$ cat src/rtl/uart_pkg.sv
// UART shared definitions: parity modes and receiver FSM states.
// Shared between the RX path and the future TX block.
package uart_pkg;

  localparam int PAR_NONE = 0;
  localparam int PAR_ODD  = 1;
  localparam int PAR_EVEN = 2;

  typedef enum logic [2:0] {
    ST_IDLE,
    ST_START,
    ST_DATA,
    ST_PAR,
    ST_STOP
  } rx_state_e;

endpackage

$ cat src/rtl/uart_sync_fifo.sv
// First-word-fall-through FIFO with a registered head and occupancy level.
// A push into a full FIFO is accepted only together with a pop.
module uart_sync_fifo #(
  parameter int WIDTH = 8,
  parameter int DEPTH = 16
) (
  input  logic                   clk,
  input  logic                   resetn,
  input  logic                   push_i,
  input  logic [WIDTH-1:0]       din_i,
  output logic                   drop_o,
  input  logic                   pop_i,
  output logic [WIDTH-1:0]       dout_o,
  output logic                   valid_o,
  output logic [$clog2(DEPTH):0] level_o
);

  localparam int AW = $clog2(DEPTH);
  localparam int LW = AW + 1;

  logic [WIDTH-1:0] mem_q [DEPTH];
  logic [AW-1:0]    wr_q, rd_q, rd_d;
  logic [LW-1:0]    lvl_q, lvl_d;
  logic [WIDTH-1:0] head_q, head_d;
  logic             valid_q;
  logic             full, do_push, do_pop;

  always_comb begin
    full    = (lvl_q == LW'(DEPTH));
    do_pop  = pop_i && valid_q;
    do_push = push_i && (!full || do_pop);
    drop_o  = push_i && !do_push;
    rd_d    = rd_q + AW'(do_pop);
    lvl_d   = lvl_q + LW'(do_push) - LW'(do_pop);
    head_d  = head_q;
    // Empty once the pop retires: incoming word becomes the head
    if (do_push && (lvl_q == LW'(do_pop))) begin
      head_d = din_i;
    end else if (do_pop && (lvl_q > LW'(1))) begin
      head_d = mem_q[rd_d];
    end
  end

  always_ff @(posedge clk) begin
    if (do_push) begin
      mem_q[wr_q] <= din_i;
    end
  end

  always_ff @(posedge clk or negedge resetn) begin
    if (!resetn) begin
      wr_q    <= '0;
      rd_q    <= '0;
      lvl_q   <= '0;
      head_q  <= '0;
      valid_q <= 1'b0;
    end else begin
      wr_q    <= wr_q + AW'(do_push);
      rd_q    <= rd_d;
      lvl_q   <= lvl_d;
      head_q  <= head_d;
      valid_q <= (lvl_d != '0);
    end
  end

  assign dout_o  = head_q;
  assign valid_o = valid_q;
  assign level_o = lvl_q;

endmodule

$ cat src/rtl/uart_rx_fifo.sv
// UART receiver: 2-flop synchroniser, centre-sampling FSM, error
// tagging, break detection and an FWFT receive FIFO.
module uart_rx_fifo
  import uart_pkg::*;
#(
  parameter int CLK_HZ     = 50000000,
  parameter int BAUDRATE   = 115200,
  parameter int DATA_BITS  = 8,
  parameter int PARITY     = 0,
  parameter int STOP_BITS  = 1,
  parameter int FIFO_DEPTH = 16
) (
  input  logic                        clk,
  input  logic                        resetn,
  input  logic                        uart_rx,
  output logic [DATA_BITS-1:0]        rx_data,
  output logic                        rx_err_frame,
  output logic                        rx_err_parity,
  output logic                        rx_valid,
  input  logic                        rx_ready,
  output logic [$clog2(FIFO_DEPTH):0] rx_level,
  output logic                        overrun,
  input  logic                        clr_overrun,
  output logic                        break_det
);

  localparam int DIV = CLK_HZ / BAUDRATE;
  localparam int CW  = $clog2(DIV) + 1;
  localparam int EW  = DATA_BITS + 2;
  localparam logic [CW-1:0] HALF = CW'(DIV / 2 - 1);
  localparam logic [CW-1:0] FULL = CW'(DIV - 1);
  localparam logic [3:0] LAST_BIT = 4'(DATA_BITS - 1);
  localparam logic LAST_STOP = (STOP_BITS == 2);

  if (DIV < 2 || DATA_BITS < 5 || DATA_BITS > 9 ||
      PARITY < 0 || PARITY > 2 ||
      STOP_BITS < 1 || STOP_BITS > 2 || FIFO_DEPTH < 2 ||
      (FIFO_DEPTH & (FIFO_DEPTH - 1)) != 0) begin : g_bad_param
    $error("uart_rx_fifo: illegal parameter set");
  end

  logic                 meta_q, rxs_q;
  rx_state_e            state_q, state_d;
  logic [CW-1:0]        cnt_q, cnt_d;
  logic [3:0]           bit_q, bit_d;
  logic                 stop_q, stop_d;
  logic [DATA_BITS-1:0] sh_q, sh_d;
  logic                 pbit_q, pbit_d;
  logic                 perr_q, perr_d;
  logic                 ferr_q, ferr_d;
  logic                 bwait_q, bwait_d;
  logic                 brk_q, brk_d;
  logic                 ovr_q;
  logic                 tick, ferr_n, pxor;
  logic                 push, drop;
  logic [EW-1:0]        head;

  always_comb begin
    state_d = state_q;
    cnt_d   = cnt_q;
    bit_d   = bit_q;
    stop_d  = stop_q;
    sh_d    = sh_q;
    pbit_d  = pbit_q;
    perr_d  = perr_q;
    ferr_d  = ferr_q;
    bwait_d = bwait_q;
    brk_d   = 1'b0;
    push    = 1'b0;
    tick    = (cnt_q == '0);
    ferr_n  = ferr_q | ~rxs_q;
    pxor    = ^sh_q ^ rxs_q;
    if (state_q != ST_IDLE && !tick) begin
      cnt_d = cnt_q - 1'b1;
    end
    unique case (state_q)
      ST_IDLE: begin
        if (!rxs_q) begin
          state_d = ST_START;
          cnt_d   = HALF;
        end
      end
      ST_START: begin
        if (tick) begin
          if (rxs_q) begin
            state_d = ST_IDLE;
          end else begin
            state_d = ST_DATA;
            cnt_d   = FULL;
            bit_d   = '0;
            stop_d  = 1'b0;
            pbit_d  = 1'b0;
            perr_d  = 1'b0;
            ferr_d  = 1'b0;
          end
        end
      end
      ST_DATA: begin
        if (tick) begin
          sh_d  = {rxs_q, sh_q[DATA_BITS-1:1]};
          cnt_d = FULL;
          bit_d = bit_q + 4'd1;
          if (bit_q == LAST_BIT) begin
            state_d = (PARITY != PAR_NONE) ? ST_PAR : ST_STOP;
          end
        end
      end
      ST_PAR: begin
        if (tick) begin
          pbit_d  = rxs_q;
          perr_d  = (PARITY == PAR_ODD) ? ~pxor : pxor;
          cnt_d   = FULL;
          state_d = ST_STOP;
        end
      end
      ST_STOP: begin
        // Break: hold here until the line returns high
        if (bwait_q) begin
          if (rxs_q) begin
            bwait_d = 1'b0;
            state_d = ST_IDLE;
          end
        end else if (tick) begin
          ferr_d = ferr_n;
          cnt_d  = FULL;
          if (stop_q == LAST_STOP) begin
            if (sh_q == '0 && !pbit_q && ferr_n) begin
              brk_d   = 1'b1;
              bwait_d = 1'b1;
            end else begin
              push    = 1'b1;
              state_d = ST_IDLE;
            end
          end else begin
            stop_d = 1'b1;
          end
        end
      end
      default: state_d = ST_IDLE;
    endcase
  end

  always_ff @(posedge clk or negedge resetn) begin
    if (!resetn) begin
      meta_q  <= 1'b1;
      rxs_q   <= 1'b1;
      state_q <= ST_IDLE;
      cnt_q   <= '0;
      bit_q   <= '0;
      stop_q  <= 1'b0;
      sh_q    <= '0;
      pbit_q  <= 1'b0;
      perr_q  <= 1'b0;
      ferr_q  <= 1'b0;
      bwait_q <= 1'b0;
      brk_q   <= 1'b0;
      ovr_q   <= 1'b0;
    end else begin
      meta_q  <= uart_rx;
      rxs_q   <= meta_q;
      state_q <= state_d;
      cnt_q   <= cnt_d;
      bit_q   <= bit_d;
      stop_q  <= stop_d;
      sh_q    <= sh_d;
      pbit_q  <= pbit_d;
      perr_q  <= perr_d;
      ferr_q  <= ferr_d;
      bwait_q <= bwait_d;
      brk_q   <= brk_d;
      if (drop) begin
        ovr_q <= 1'b1;
      end else if (clr_overrun) begin
        ovr_q <= 1'b0;
      end
    end
  end

  uart_sync_fifo #(
    .WIDTH (EW),
    .DEPTH (FIFO_DEPTH)
  ) u_fifo (
    .clk     (clk),
    .resetn  (resetn),
    .push_i  (push),
    .din_i   ({sh_q, ferr_n, perr_q}),
    .drop_o  (drop),
    .pop_i   (rx_ready),
    .dout_o  (head),
    .valid_o (rx_valid),
    .level_o (rx_level)
  );

  assign {rx_data, rx_err_frame, rx_err_parity} = head;
  assign overrun   = ovr_q;
  assign break_det = brk_q;

endmodule
$ cat config.mk
export PLATFORM = sky130hd
export DESIGN_NAME = uart_rx_fifo
export DESIGN_NICKNAME = d
export VERILOG_FILES = /design/src/rtl/uart_pkg.sv /design/src/rtl/uart_sync_fifo.sv /design/src/rtl/uart_rx_fifo.sv
export SDC_FILE = /design/constraint.sdc
export NUM_CORES = 1
export LEC_CHECK = 0
export BUFFER_PORTS_ARGS = -buffer_cell sky130_fd_sc_hd__buf_4
export CAP_MARGIN = 20
export CORE_MARGIN = 1.5
export CORE_UTILIZATION = 42
export CTS_BUF_LIST = sky130_fd_sc_hd__clkbuf_8
export DETAILED_ROUTE_END_ITERATION = 10
export GPL_TIMING_DRIVEN = 0
export PLACE_DENSITY_LB_ADDON = 0.1
export SKIP_CTS_REPAIR_TIMING = 1
export SLEW_MARGIN = 10
export SYNTH_ARGS = -nofsm -noshare
export SYNTH_HDL_FRONTEND = slang
export SYNTH_SLANG_ARGS = --single-unit
$ cat constraint.sdc
create_clock -name clk -period 4.2 [get_ports clk]
set_clock_uncertainty 0.05 [all_clocks]
set_input_delay 0.42 -clock clk [delete_from_list [all_inputs] [get_ports clk]]
set_output_delay 0.42 -clock clk [all_outputs]
set_load 0.01 [all_outputs]
[After elaboration in Yosys (flattened, before gate mapping)]
Memories as Yosys holds them, arrays and structs flattened.
Cells that the tools add are included.
Storage, ports and cells
  bits in registers: 58
  bits in writable memories: 160
  input bits: 5
  output and inout bits: 18
  word-level logic and storage cells: 132
  memories: 1
Memory list
  u_fifo.mem_q: depth 16, width 10, rd ports 1, clocked after Yosys merged registers in 0, write ports 1, line uart_sync_fifo.sv:21  | logic [WIDTH-1:0] mem_q [DEPTH];
Cells by class
  add/subtract/negate cells: 6
  $lt $le $gt $ge: 1
  equal/unequal tests: 19
  mux-type cells: 54
  bitwise gates (word level): 3
  reduce and logical (&&, ||, !) cells: 30
Operators by type and width (number)
  2-to-1 mux 10 bit: 8
  one-hot mux 10 bit (4 select lines): 1
  2-to-1 mux 3 bit: 10
  2-to-1 mux 1 bit: 25
  inequality test 2 bit, second input constant: 8
  one-hot mux 3 bit (5 select lines): 1
  2-to-1 mux 4 bit: 3
  inequality test 3 bit, second input constant: 4
  zero test 10 bit: 1
  nonzero test 2 bit: 5
  subtractor 10 x 1 -> 10 bit, second input constant: 1
  AND reduction 9 bit: 1
  adder 4 x 1 -> 4 bit: 2
  logical AND 1 bit: 8
  zero test 8 bit: 1
  one-hot mux 1 bit (2 select lines): 4
  one-hot mux 4 bit (2 select lines): 1
  AND reduction 4 bit: 2
  parity 8 bit: 1
  equality test 3 x 2 -> 1 bit, second input constant: 2
  adder 5 x 1 -> 5 bit: 1
  equality test 5 x 1 -> 1 bit: 1
  equality test 5 bit, second input constant: 1
  > comparator 5 x 1 -> 1 bit, second input constant: 1
  17 further kinds: 20

[Depth between registers and ports, before layout]
  word-level depth: 12
  mapped depth: 14
  gate-level depth less buffers: 13

[Hierarchy]
From an unflattened synthesis, not the netlist that was laid out.
Second synthesis, totals
  cell total of the unflattened synthesis: 594
  area, all modules: 9170.0 um^2
Modules (own cells, without submodules)
  uart_sync_fifo: instances 1, cells an instance 407, area each 7359.6 um^2, seq. area each 5405.2 um^2
  uart_rx_fifo: instances 1, cells an instance 187, area each 1810.5 um^2, seq. area each 828.3 um^2

[Worst setup path before layout]
Ideal clock, no wire load.
  path kind: register to register
  start: reg cnt_q[0]
  end: reg u_fifo.valid_q, in the netlist u_fifo.valid_o
  setup time: 0.146 ns
  arrival: 3.541 ns
  required time: 4.004 ns
  setup slack: 0.463 ns
  cell stages (with the launch flop): 15
  buffers on the path: 1
  period minus slack after synthesis: 3.737 ns
  path through: dfrtp_1 inv_1 ha_1 or3b_1 clkbuf_1 or4_4 nor3_2 ha_1 inv_1 fa_1 o21bai_1 a21oi_1 xor2_1 nor2_1 or4b_2
On the way
  word-level cells in the longest chain between the ends: 8
RTL lines
  from (decl): line uart_rx_fifo.sv:44  | logic [CW-1:0] cnt_q, cnt_d;
  from (signal assigned): line uart_rx_fifo.sv:162  | cnt_q <= cnt_d;
  zero test 10 bit: line uart_rx_fifo.sv:70  | tick = (cnt_q == '0);
  2-to-1 mux 1 bit: line uart_rx_fifo.sv:123  | end else if (tick) begin
  2-to-1 mux 1 bit: line uart_rx_fifo.sv:118  | if (bwait_q) begin
  2-to-1 mux 1 bit: line uart_rx_fifo.sv:76  | unique case (state_q)
  logical AND 1 bit: line uart_sync_fifo.sv:31  | do_push = push_i && (!full || do_pop);
  adder 5 x 1 -> 5 bit: line uart_sync_fifo.sv:34  | lvl_d = lvl_q + LW'(do_push) - LW'(do_pop);
  subtractor 5 x 1 -> 5 bit: line uart_sync_fifo.sv:34
  named net u_fifo.lvl_d[4]: line uart_sync_fifo.sv:23  | logic [LW-1:0] lvl_q, lvl_d;
  nonzero test 5 bit: line uart_sync_fifo.sv:62  | valid_q <= (lvl_d != '0);
  to (signal assigned): line uart_sync_fifo.sv:62
  to (decl): line uart_sync_fifo.sv:25  | logic valid_q;
The timed path passes the listed nets, and every way through them passes these cells.
A chain may end at the register's enable or synchronous reset.

[Worst setup path after layout]
Same ends and word-level chain as after synthesis.

==> results.tsv <==
stage	metric	value	unit
logic_synthesis	number of enable-type register cells in the synthesized netlist	160	
drt	Total Wirelength	22100	microns
power	NetSw	2200	uW
clocking	clock transition at the registers of the reported paths	60	ps
sta	ratio of final minimum period to clock period	0.939	
drt	wire per inst	20.4	microns
flow_run	max-cap viol count	0	
sta	setup repair after global routing missed its margin	no	
drt	via density per instance	5.47	
power	share of power burned in the clock network	0.282	
final_layout	Antenna diodes	0	
drt	number of remaining DRC errors	0	
sta	fmax	0.253	GHz
sta	fin worst setup slack	255	ps
worst_setup_path	end point of the critical path	u_fifo.valid_o$_DFF_PN0_	
sta	number of hold violations in the final report	0	
power	share of total power in sequential cells	0.398	
power	switching power share of the total	0.353	
floorplan	FP Rows	54	
place	placed standard-cell area	9890	sq um
power	proportion of power drawn by combinational gates	0.321	
logic_synthesis	mean area per synthesized cell	13.2	sq um
final_layout	fin area	10600	sq um
worst_setup_path	kind of end point of the critical path	flop	
drt	remaining antenna violation count	0	
logic_synthesis	async set-or-reset flop fraction in the synthesized netlist	0.263	
power	power density over the cells	585	nW/um^2
clocking	cts bufs inserted	38	
power	maximum ir drop on the vdd rail	0.305	mV
logic_synthesis	netlist area before placement	9350	sq um
global_routing	number of antenna violations at the first check in global routing	0	
floorplan	core box area	21800	sq um
place	final estimated routing congestion in global placement	0.846	
worst_setup_path	worst r2r dst	u_fifo.valid_o$_DFF_PN0_	
final_layout	area of combinational cells with multiple inputs	2860	sq um
final_layout	fin cells	1086	
hold_path	type of the worst min-delay path	in -> reg	
place	HPWL after detailed placement	14200	microns
floorplan	full die area	23200	sq um
worst_setup_path	cell count of the worst reg-to-reg path	14	
final_layout	commonest cells after routing, fill and taps aside	160 x sky130_fd_sc_hd__edfxtp_1, 121 x sky130_fd_sc_hd__nand2_1, 55 x sky130_fd_sc_hd__dfrtp_1	
logic_synthesis	register bit total from synthesis	217	
worst_setup_path	CP startpoint kind	flop	
power	internal power contribution	4030	uW
clocking	clk buf depth	3	
final_layout	total number of nets in the final design	802	
global_routing	largest net degree at the start of global routing	58	
drt	number of detailed-routing iterations run before antenna repair	5	
global_routing	Overall Global Routing Usage	0.197	
worst_setup_path	worst-case register-to-register setup slack	250	ps
clocking	clock net sink count	217	
worst_setup_path	R2R Path Start	cnt_q[0]$_DFF_PN0_	
final_layout	number of filler cells placed in the layout	1939	
logic_synthesis	leading register cell type out of synthesis	sky130_fd_sc_hd__edfxtp_1	
sta	final count of negative-setup-slack endpoints	0	
final_layout	area used by sequential logic in the layout	6230	sq um
logic_synthesis	Syn. warnings	0	
place	placement-stage worst setup slack	-7.21	ps
clocking	TritonCTS clock tree	built	
worst_setup_path	maximum fanout count along the critical path	7	
global_routing	first-pass GRT wire length	34700	microns
sta	relative slew slack	0.282	
worst_setup_path	start point of the critical path	cnt_q[0]$_DFF_PN0_	
floorplan	I/O pins	23	
clocking	clock latency of the later-clocked register in the worst-skew pair	520	ps
sta	Min Hold Slack	35.4	ps
global_routing	residual overflow from global routing	0	
power	Power Total	6230	uW
logic_synthesis	number of distinct library cells after synthesis	62	
floorplan	starting utilization of the core area	0.428	
logic_synthesis	post-synthesis instance total	708	
logic_synthesis	post-synthesis net count	732	
power	Pleak	0.00412	uW
sta	actual slew at the worst max-slew pin	1070	ps
place	placed cell count	1012	
place	count of port buffers added during placement	22	
final_layout	most common library cell in the layout ignoring fill and taps	sky130_fd_sc_hd__edfxtp_1	
logic_synthesis	sequential share of the synthesized area	0.667	
drt	Starting DRT DRC Count	570	
worst_setup_path	Worst Path Arrival	4250	ps
floorplan	width of the die	152	microns
clocking	number of levels the H-tree was split into	2	
final_layout	layout cell share with drive strength beyond 1	0.146	
sta	post-layout minimum cycle time	3950	ps
worst_setup_path	category of the critical setup timing path	reg -> reg	
status	result of the run	finished clean	
final_layout	growth of design area from synthesis to finish	13.8	%
global_routing	via count of the first global-routing pass	5960	
clocking	Clock Tree Root	sky130_fd_sc_hd__clkbuf_8	
worst_setup_path	Req. time, crit path	4510	ps
floorplan	vertical extent of the die	152	microns
sta	Max Transition Viols Final	0	
drt	vias after detailed routing	5936	
==> worst max-delay path, stage by stage, from the launching register on <==
cell and delay [ps]:
sky130_fd_sc_hd__dfrtp_1 420, sky130_fd_sc_hd__inv_1 80, sky130_fd_sc_hd__ha_1 190, sky130_fd_sc_hd__or3b_1 350, sky130_fd_sc_hd__clkbuf_1 200, sky130_fd_sc_hd__or4_4 560
sky130_fd_sc_hd__nor3_4 170, sky130_fd_sc_hd__ha_1 200, sky130_fd_sc_hd__inv_1 50, sky130_fd_sc_hd__fa_1 390, sky130_fd_sc_hd__o21bai_1 150, sky130_fd_sc_hd__a21oi_1 90
sky130_fd_sc_hd__xor2_1 160, sky130_fd_sc_hd__nor2_1 120, sky130_fd_sc_hd__or4b_2 600
==> per-stage QoR <==
step	utilization	setup TNS (ps)
finish	0.488	0
global route	0.488	0
CTS	0.485	-40.6
detailed placement	0.453	-7.21
global placement	0.452	-1890
floorplan	-	0
==> state kept, by name (all words and copies together), names as in the netlist, 4 cells and up <==
signal	count
u_fifo.dout_o	10
bit_q	4
sh_q	8
u_fifo.rd_q	4
u_fifo.wr_q	4
u_fifo.level_o	5
u_fifo.mem_q	160
cnt_q	10
==> synthesized netlist by cell type, types with 2 or more instances <==
master	n	share of area
sky130_fd_sc_hd__a211oi_1	2	0.0016
sky130_fd_sc_hd__a21oi_1	11	0.0059
sky130_fd_sc_hd__a31oi_1	6	0.0040
sky130_fd_sc_hd__a41oi_1	9	0.0084
sky130_fd_sc_hd__and2_1	2	0.0013
sky130_fd_sc_hd__buf_1	9	0.0036
sky130_fd_sc_hd__buf_6	3	0.0036
sky130_fd_sc_hd__clkbuf_1	25	0.010
sky130_fd_sc_hd__dfrtp_1	55	0.15
sky130_fd_sc_hd__dfstp_2	2	0.0056
sky130_fd_sc_hd__edfxtp_1	160	0.51
sky130_fd_sc_hd__ha_1	18	0.024
sky130_fd_sc_hd__inv_1	27	0.011
sky130_fd_sc_hd__mux2_2	3	0.0036
sky130_fd_sc_hd__mux2i_1	6	0.0064
sky130_fd_sc_hd__mux4_2	20	0.048
sky130_fd_sc_hd__nand2_1	121	0.049
sky130_fd_sc_hd__nand2b_1	7	0.0047
sky130_fd_sc_hd__nand3_1	49	0.026
sky130_fd_sc_hd__nand3b_1	6	0.0048
sky130_fd_sc_hd__nand4_1	10	0.0067
sky130_fd_sc_hd__nor2_1	33	0.013
sky130_fd_sc_hd__nor2b_1	4	0.0027
sky130_fd_sc_hd__nor3_1	11	0.0059
sky130_fd_sc_hd__nor3_2	2	0.0021
sky130_fd_sc_hd__nor3b_1	5	0.0040
sky130_fd_sc_hd__nor4_1	4	0.0027
sky130_fd_sc_hd__o21ai_0	27	0.014
sky130_fd_sc_hd__o21bai_1	3	0.0024
sky130_fd_sc_hd__o31ai_1	12	0.0096
sky130_fd_sc_hd__o32ai_1	3	0.0028
sky130_fd_sc_hd__or2_2	2	0.0013
sky130_fd_sc_hd__or3_1	4	0.0027
sky130_fd_sc_hd__or4_1	2	0.0016
sky130_fd_sc_hd__xnor2_1	11	0.010
sky130_fd_sc_hd__xor2_1	8	0.0075
==> worst min path at each step <==
stage	to	cells after the start	startpoint
3_5_place_dp	rxs_q$_DFF_PN1_	0	meta_q$_DFF_PN1_
5_1_grt	overrun$_DFFE_PN0P_	2	clr_overrun
2_1_floorplan	bit_q[0]$_DFFE_PN0P_	0	resetn
6_report	overrun$_DFFE_PN0P_	2	clr_overrun
3_3_place_gp	rxs_q$_DFF_PN1_	0	meta_q$_DFF_PN1_
4_1_cts	meta_q$_DFF_PN1_	1	uart_rx
==> area by class of cell <==
type                            count  share of cell area
Tap cell                          280              0.0329
Sequential cell                   217               0.586
Inverter                           27             0.00952
Buffer                             39              0.0161
Clock inverter                     25             0.00929
Multi-Input combinational cell    425               0.269
Clock buffer                       43              0.0556
Timing Repair Buffer               30              0.0216
==> logic make-up after synthesis <==
group	after synthesis	share of synthesized area
xor gates and xnor gates	19	0.0178
AOI/OAI and AO/OA	84	0.0593
adders and majority gates	19	0.0262
DFF	217	0.667
muxes	29	0.0582
buffers and inverters	66	0.0292
and+or+nand+nor	274	0.143
==> power groups by stage <==
stage / registers (uW) / logic, uW / clock network (uW)
2_1_floorplan: 2530 / 1260 / 0
4_1_cts: 2470 / 2000 / 1800
3_3_place_gp: 2510 / 1980 / 0
5_1_grt: 2490 / 2200 / 1900
3_5_place_dp: 2510 / 2000 / 0
6_report: 2480 / 2000 / 1750
==> routing by layer <==
layer,vias up,part of all wire,GRT usage
met5,-,0,0
met4,0,0.024,0.0583
met3,41,0.049,0.0347
met2,180,0.46,0.315
met1,2946,0.47,0.277
li1,2769,-,-
Power figures use the tool's default switching activity.
